`src/rtl/or_reduce_stream.sv`:
```
// or_reduce_stream: folds each framed stream of WIDTH-bit words into one word
// using a per-frame bitwise operation (OR, AND, XOR, NOR), then presents the
// result together with a saturating word count, an any-bit flag and an
// overflow flag until the consumer accepts it.
module or_reduce_stream #(
  parameter int WIDTH     = 16,
  parameter int MAX_WORDS = 255,
  localparam int CW       = $clog2(MAX_WORDS + 1)
) (
  input  logic             clk,
  input  logic             reset,
  input  logic             in_valid,
  output logic             in_ready,
  input  logic [WIDTH-1:0] in_data,
  input  logic             in_last,
  input  logic [1:0]       in_op,
  output logic             out_valid,
  input  logic             out_ready,
  output logic [WIDTH-1:0] out_data,
  output logic             out_any,
  output logic [CW-1:0]    out_count,
  output logic             out_overflow
);

  typedef enum logic [1:0] {
    S_IDLE  = 2'd0,
    S_ACCUM = 2'd1,
    S_HOLD  = 2'd2
  } state_t;

  localparam logic [1:0] OP_OR  = 2'b00;
  localparam logic [1:0] OP_AND = 2'b01;
  localparam logic [1:0] OP_XOR = 2'b10;
  localparam logic [1:0] OP_NOR = 2'b11;

  localparam logic [CW-1:0] MAX_CNT = CW'(MAX_WORDS);

  state_t           r_state;
  logic [WIDTH-1:0] r_acc;
  logic [1:0]       r_op;
  logic [CW-1:0]    r_count;
  logic             r_ovf;

  state_t           w_state_next;
  logic [WIDTH-1:0] w_acc_next;
  logic [1:0]       w_op_next;
  logic [CW-1:0]    w_count_next;
  logic             w_ovf_next;
  logic [WIDTH-1:0] w_fold;
  logic [WIDTH-1:0] w_out_data;
  logic             w_hold;

  // NOR accumulates with OR; the inversion is applied only at the output.
  function automatic logic [WIDTH-1:0] fold_word(
    input logic [1:0]       op,
    input logic [WIDTH-1:0] a,
    input logic [WIDTH-1:0] b
  );
    case (op)
      OP_AND:  fold_word = a & b;
      OP_XOR:  fold_word = a ^ b;
      default: fold_word = a | b;
    endcase
  endfunction

  assign w_fold = fold_word(r_op, r_acc, in_data);
  assign w_hold = (r_state == S_HOLD);

  // Next-state and datapath update; in_ready is high in IDLE/ACCUM, so
  // in_valid alone means a transfer there.
  always_comb begin
    w_state_next = r_state;
    w_acc_next   = r_acc;
    w_op_next    = r_op;
    w_count_next = r_count;
    w_ovf_next   = r_ovf;
    case (r_state)
      S_IDLE: begin
        if (in_valid) begin
          w_acc_next   = in_data;
          w_op_next    = in_op;
          w_count_next = CW'(1);
          w_ovf_next   = 1'b0;
          w_state_next = in_last ? S_HOLD : S_ACCUM;
        end
      end
      S_ACCUM: begin
        if (in_valid) begin
          w_acc_next = w_fold;
          if (r_count < MAX_CNT) begin
            w_count_next = r_count + CW'(1);
          end else begin
            w_ovf_next = 1'b1;
          end
          if (in_last) begin
            w_state_next = S_HOLD;
          end
        end
      end
      S_HOLD: begin
        if (out_ready) begin
          w_state_next = S_IDLE;
        end
      end
      default: begin
        w_state_next = S_IDLE;
      end
    endcase
  end

  // State and frame registers; reset discards any partial frame or result.
  always_ff @(posedge clk or posedge reset) begin
    if (reset) begin
      r_state <= S_IDLE;
      r_acc   <= '0;
      r_op    <= OP_OR;
      r_count <= '0;
      r_ovf   <= 1'b0;
    end else begin
      r_state <= w_state_next;
      r_acc   <= w_acc_next;
      r_op    <= w_op_next;
      r_count <= w_count_next;
      r_ovf   <= w_ovf_next;
    end
  end

  // Outputs are decoded from registered state only, so they stay stable
  // throughout backpressure and read as zero outside HOLD.
  always_comb begin
    w_out_data   = '0;
    out_count    = '0;
    out_overflow = 1'b0;
    if (w_hold) begin
      w_out_data   = (r_op == OP_NOR) ? ~r_acc : r_acc;
      out_count    = r_count;
      out_overflow = r_ovf;
    end
  end

  assign in_ready  = ~w_hold;
  assign out_valid = w_hold;
  assign out_data  = w_out_data;
  assign out_any   = |w_out_data;

endmodule

```
`config.mk`:
```
export PLATFORM = sky130hd
export DESIGN_NAME = or_reduce_stream
export DESIGN_NICKNAME = d
export VERILOG_FILES = /design/src/rtl/or_reduce_stream.sv
export SDC_FILE = /design/constraint.sdc
export NUM_CORES = 1
export LEC_CHECK = 0
export CAP_MARGIN = 20
export CORE_ASPECT_RATIO = 1.4
export CORE_MARGIN = 2
export CORE_UTILIZATION = 56
export DETAILED_ROUTE_END_ITERATION = 8
export HOLD_SLACK_MARGIN = 0.08
export PLACE_DENSITY = 0.95
export SLEW_MARGIN = 20
export SYNTH_ARGS = -nofsm -noshare
export SYNTH_HDL_FRONTEND = slang
export SYNTH_SLANG_ARGS = --single-unit
```
`constraint.sdc`:
```
create_clock -name clk -period 3.9 [get_ports clk]
set_input_delay 0.975 -clock clk [delete_from_list [all_inputs] [get_ports clk]]
set_output_delay 0.975 -clock clk [all_outputs]
set_load 0.005 [all_outputs]
```
==> results.cfg, run 1 <==
[status]
outcome = completed

[synthesis]
syn_inst = 309
ys_seq_area_frac = 0.285
synth-seq-cells = 29
syn_nets = 368
synth_edf_count = 0
yosysUniqueCellTypes = 32
yosysWarnings = 0
netlist_area_sq_um = 2550
async_flop_share = 1.00
avgSynthCellArea_sq_um = 8.24
synthFlopType = dfrtp_1

[global_routing]
grt_pass1_wl_mm = 11.0
grt_overflow = 0
grt_use_total = 0.280
grt_start_max_net_pins = 45
grt_pass1_vias = 2488
antenna_found_initial = 0

[final_layout]
regArea_sq_um = 726
final_cell_area_sq_um = 3130
multiInputGateArea_sq_um = 1580
area_growth_pct = 22.9
n_antenna_cell = 0
drive_gt1_frac = 0.0489
final_cell_mix = 50 x a21oi_1, 50 x clkdlybuf4s50_1, 36 x inv_1, 36 x ha_1, 29 x dfrtp_1
final_core_util = 0.701
nets = 406
fillers = 345

[cts]
cts_buffers = 5
cts_buffer_depth = 2
clock_latency_ns = 0.30
cts_hold_buf = 0
cts_tree = done
cts.clk_slew.worst_paths_ns = 0.07
postCtsSetupBuffers = 0
htree_levels = 2
cts.repair.resized = 0
clockRootBuffer = clkbuf_8
numClockSinks = 29

[worst_setup_path]
max_stage_delay_ns = 0.72
reg2reg_to = r_acc[13]
arrival_ns = 2.54
critPathLaunchType = register
rr_worst_depth = 6
worstSetupPathType = register to output port
cp_max_fo = 19
crit_chain = ha_1 -> buf_4 -> nand3_1 -> o21ai_0 -> a41oi_1 -> clkdlybuf4s50_1
worstSetupEndpointType = output port
cp_slowest_cell = ha_1
r2r_slack_ns = 1.81
worstPathRequired_ns = 2.92
r2r_start = r_op[0]

[hold_path]
holdCritPathClass = register to register
whs_path_depth = 1
hp-start = r_state[1]
hold_end = r_state[0]

[sta]
period_needed_ns = 3.51
finalHoldViolCount = 0
maxSlewHeadroom = 0.325
clock_skew_ns = 0.0118
hold_ws_ns = 0.494
rsz0062_at_grt = false
fmax_mhz = 285
setup_viol = 0
finalMaxSlewViolations = 0
tns_ns = 0
finalCritPeriodShare = 0.901
worst_pin_slew_ns = 1.01

[run]
drv_cap = 0

[power_and_ir_drop]
irDropWorstVdd_v = 0.000345
leakagePower_nw = 1.44
powerDensity_nw_per_um2 = 438

[die]
top_level_ports = 51
die_w_um = 61.0
dieArea_sq_um = 5110
initial_utilization = 0.571
die_y_um = 83.8
placementRows = 29
core_sq_um = 4460

[routing]
dr.pass1.iters = 4
route.detailed.drc = 0
wl_mm = 6.58
drt_iter0_markers = 134
via_per_inst = 6.03
vias = 2471
wire_per_inst_um = 16.0
ant_nets = 0

[placement]
dpl.hpwl_mm = 4.46
place.gp.congestion = 0.837
port_buffers = 50
dpl_cell_area_sq_um = 3050
## logic make-up after synthesis
group,share of synthesized area
flops,0.285
xor+xnor,0.0550
simple gates,0.137
buf+inv,0.0958
fa+ha+maj,0.177
compound gates,0.250
## critical path: cells and delay by family, from the launching register on
| family | cells | cell delay, ns |
|---|---|---|
| AOI/OAI and AO/OA | 2 | 0.29 |
| DFF | 1 | 0.39 |
| and+or+nand+nor | 1 | 0.08 |
| buffers and inverters | 2 | 0.77 |
| adders and majority gates | 1 | 0.72 |
## per-stage QoR
stage | setup slack [ns] | power (mW) | cells
floorplan | 1.70 | 0.905 | 309
global placement | 0.791 | 1.07 | 402
detailed placement | 0.735 | 1.11 | 402
CTS | 0.393 | 1.36 | 410
global route | 0.162 | 1.47 | 410
finish | 0.387 | 1.37 | 410
## layer usage
layer  GRT usage  part of all wire  up-vias
li1            -                 -     1155
met1       0.327              0.39     1192
met2       0.468              0.53       98
met3      0.0558             0.050       26
met4       0.138             0.033        0
met5           0                 0        -
## Yosys cell counts (all sizes together), types with 3 or more instances
library cell	count	area, sq um
a21oi	50	250
ha	36	450
inv	36	135
dfrtp	29	726
o21ai	27	135
nor2	21	78.8
a221oi	16	140
xnor2	16	140
clkbuf	13	52.6
and2	10	62.6
buf	10	56.3
nand3	8	40.0
nand2	6	22.5
nand4	6	52.6
and3	5	31.3
a31oi	4	25.0
nand2b	3	26.3
o22ai	3	18.8
## registers in the layout, indices dropped and copies added (netlist names)
signal and count:
r_state 2, r_ovf 1, r_op 2, r_acc 16, r_count 8
## where the power goes
group          switching [mW]  internal, mW
clock network           0.126         0.123
registers              0.0821         0.365
logic                   0.375         0.297
total                   0.583         0.786
## area by class of cell
class	count	share of cell area
Clock buffer	6	0.0232
Clock inverter	2	0.00320
Inverter	36	0.0432
Multi-Input combinational cell	221	0.504
Sequential cell	29	0.232
Tap cell	62	0.0248
Timing Repair Buffer	54	0.170
## how the worst max path moves through the flow
stage,from,slack (ns),to,depth (start not counted)
after detailed placement,r_op[0],0.74,out_any,6
after CTS,r_op[0],0.39,out_any,6
after global placement,r_op[0],0.79,out_any,6
final,r_op[0],0.39,out_any,6
after floorplan,r_op[0],1.70,out_any,5
after global routing,r_op[0],0.16,out_any,6
Power figures use the tool's default switching activity.
==> run 2: changes to the inputs <==
- CORE_MARGIN: 2 -> 1.5
==> results.cfg, run 2 (synthesis results as in run 1) <==
[status]
outcome = completed

[final_layout]
final_core_util = 0.723
largest_reg_flops = 16
final_cell_mix = 50 x a21oi_1, 50 x clkdlybuf4s50_1, 36 x inv_1, 36 x ha_1, 29 x dfrtp_1
drive_gt1_frac = 0.0403
largest_register = r_acc
nets = 405
n_antenna_cell = 0
area_growth_pct = 22.4
reg_top3 = r_acc (16), r_count (8)

[sta]
finalHoldViolCount = 0
clock_skew_ns = 0.00666
rsz0062_at_grt = false
setup_viol = 0
period_needed_ns = 3.43
fmax_mhz = 291
tns_ns = 0
maxSlewHeadroom = 0.318
worst_pin_slew_ns = 1.02
finalCritPeriodShare = 0.880
finalMaxSlewViolations = 0

[worst_setup_path]
reg2reg_to = r_acc[4]
worstSetupPathType = register to output port
arrival_ns = 2.46
critPathLaunchType = register
r2r_slack_ns = 1.84
cp_slowest_cell = clkdlybuf4s50_1
r2r_start = r_op[0]
cp_max_fo = 15
crit_chain = ha_1 -> buf_4 -> nand3_1 -> o21ai_0 -> a41oi_1 -> clkdlybuf4s50_1
worstPathRequired_ns = 2.92
max_stage_delay_ns = 0.56
worstSetupEndpointType = output port
rr_worst_depth = 6

[placement]
dpl.hpwl_mm = 4.50
port_buffers = 50
place.gp.congestion = 0.838

[die]
top_level_ports = 51
core_sq_um = 4310
die_w_um = 60.0
dieArea_sq_um = 4970
die_y_um = 82.8
placementRows = 28
initial_utilization = 0.591

[routing]
via_per_inst = 5.97
wire_per_inst_um = 15.9
route.detailed.drc = 0
wl_mm = 6.48
ant_nets = 0
drt_iter0_markers = 179
dr.pass1.iters = 4
vias = 2430

[cts]
postCtsSetupBuffers = 0
numClockSinks = 29
clockRootBuffer = clkbuf_8
cts_buffers = 5
htree_levels = 2
clock_latency_ns = 0.28
cts.clk_slew.worst_paths_ns = 0.06
cts_hold_buf = 0
cts_tree = done
cts_buffer_depth = 2
cts.repair.resized = 0

[global_routing]
grt_pass1_vias = 2332
grt_pass1_wl_mm = 10.4
grt_use_total = 0.277
grt_overflow = 0
antenna_found_initial = 0
grt_start_max_net_pins = 45

[hold_path]
hold_end = r_state[0]
hp-start = r_state[1]
whs_path_depth = 1
holdCritPathClass = register to register

[run]
drv_cap = 0

[power_and_ir_drop]
irDropWorstVdd_v = 0.000372
powerDensity_nw_per_um2 = 436
leakagePower_nw = 1.43
## run 2: layout make-up
| type | count | area (sq um) |
|---|---|---|
| Multi-Input combinational cell | 221 | 1580 |
| Tap cell | 60 | 75.1 |
| Sequential cell | 29 | 726 |
| Fill cell | 338 | 1190 |
| Timing Repair Buffer | 53 | 523 |
| Inverter | 36 | 135 |
| Clock buffer | 8 | 80.1 |
## run 2: worst max-delay path: cells and delay by family, from the launching register on
family          cells  cell delay, ns
compound gates      2            0.37
flops               1            0.40
simple gates        1            0.10
fa+ha+maj           1            0.44
buf+inv             2            0.86
## run 2: power breakdown
part	total [mW]	switching [mW]	internal (mW)	leakage, nW
sequential	0.448	0.0822	0.366	0.349
combinational	0.669	0.375	0.295	1.04
clock	0.241	0.114	0.127	0.0395
## run 2: worst max path at each step
stage             from       to  slack, ns  cells after the start
3_5_place_dp   r_op[0]  out_any       0.76                      6
4_1_cts        r_op[0]  out_any       0.44                      6
3_3_place_gp   r_op[0]  out_any       0.84                      6
6_report       r_op[0]  out_any       0.47                      6
5_1_grt        r_op[1]  out_any       0.37                      6
2_1_floorplan  r_op[0]  out_any       1.70                      5
## run 2: stage by stage
step	hold WS, ns	setup WS (ns)	instance area [sq um]	std cells	power [mW]
6_report	0.496	0.468	3120	407	1.36
5_1_grt	0.524	0.367	3120	407	1.45
4_1_cts	0.499	0.445	3120	407	1.35
3_5_place_dp	0.487	0.759	3040	399	1.11
3_3_place_gp	0.472	0.841	3040	399	1.06
2_1_floorplan	0.452	1.70	2550	309	0.905
## run 2: per-layer routing
layer  vias to the layer above  wire length (um)  GRT usage  part of all wire
met3                        11               322     0.0465             0.050
met1                      1175              2550      0.317              0.39
met5                         -                 0          0                 0
met2                        94              3500      0.509              0.54
met4                         0               107     0.0933             0.017
li1                       1150                 -          -                 -
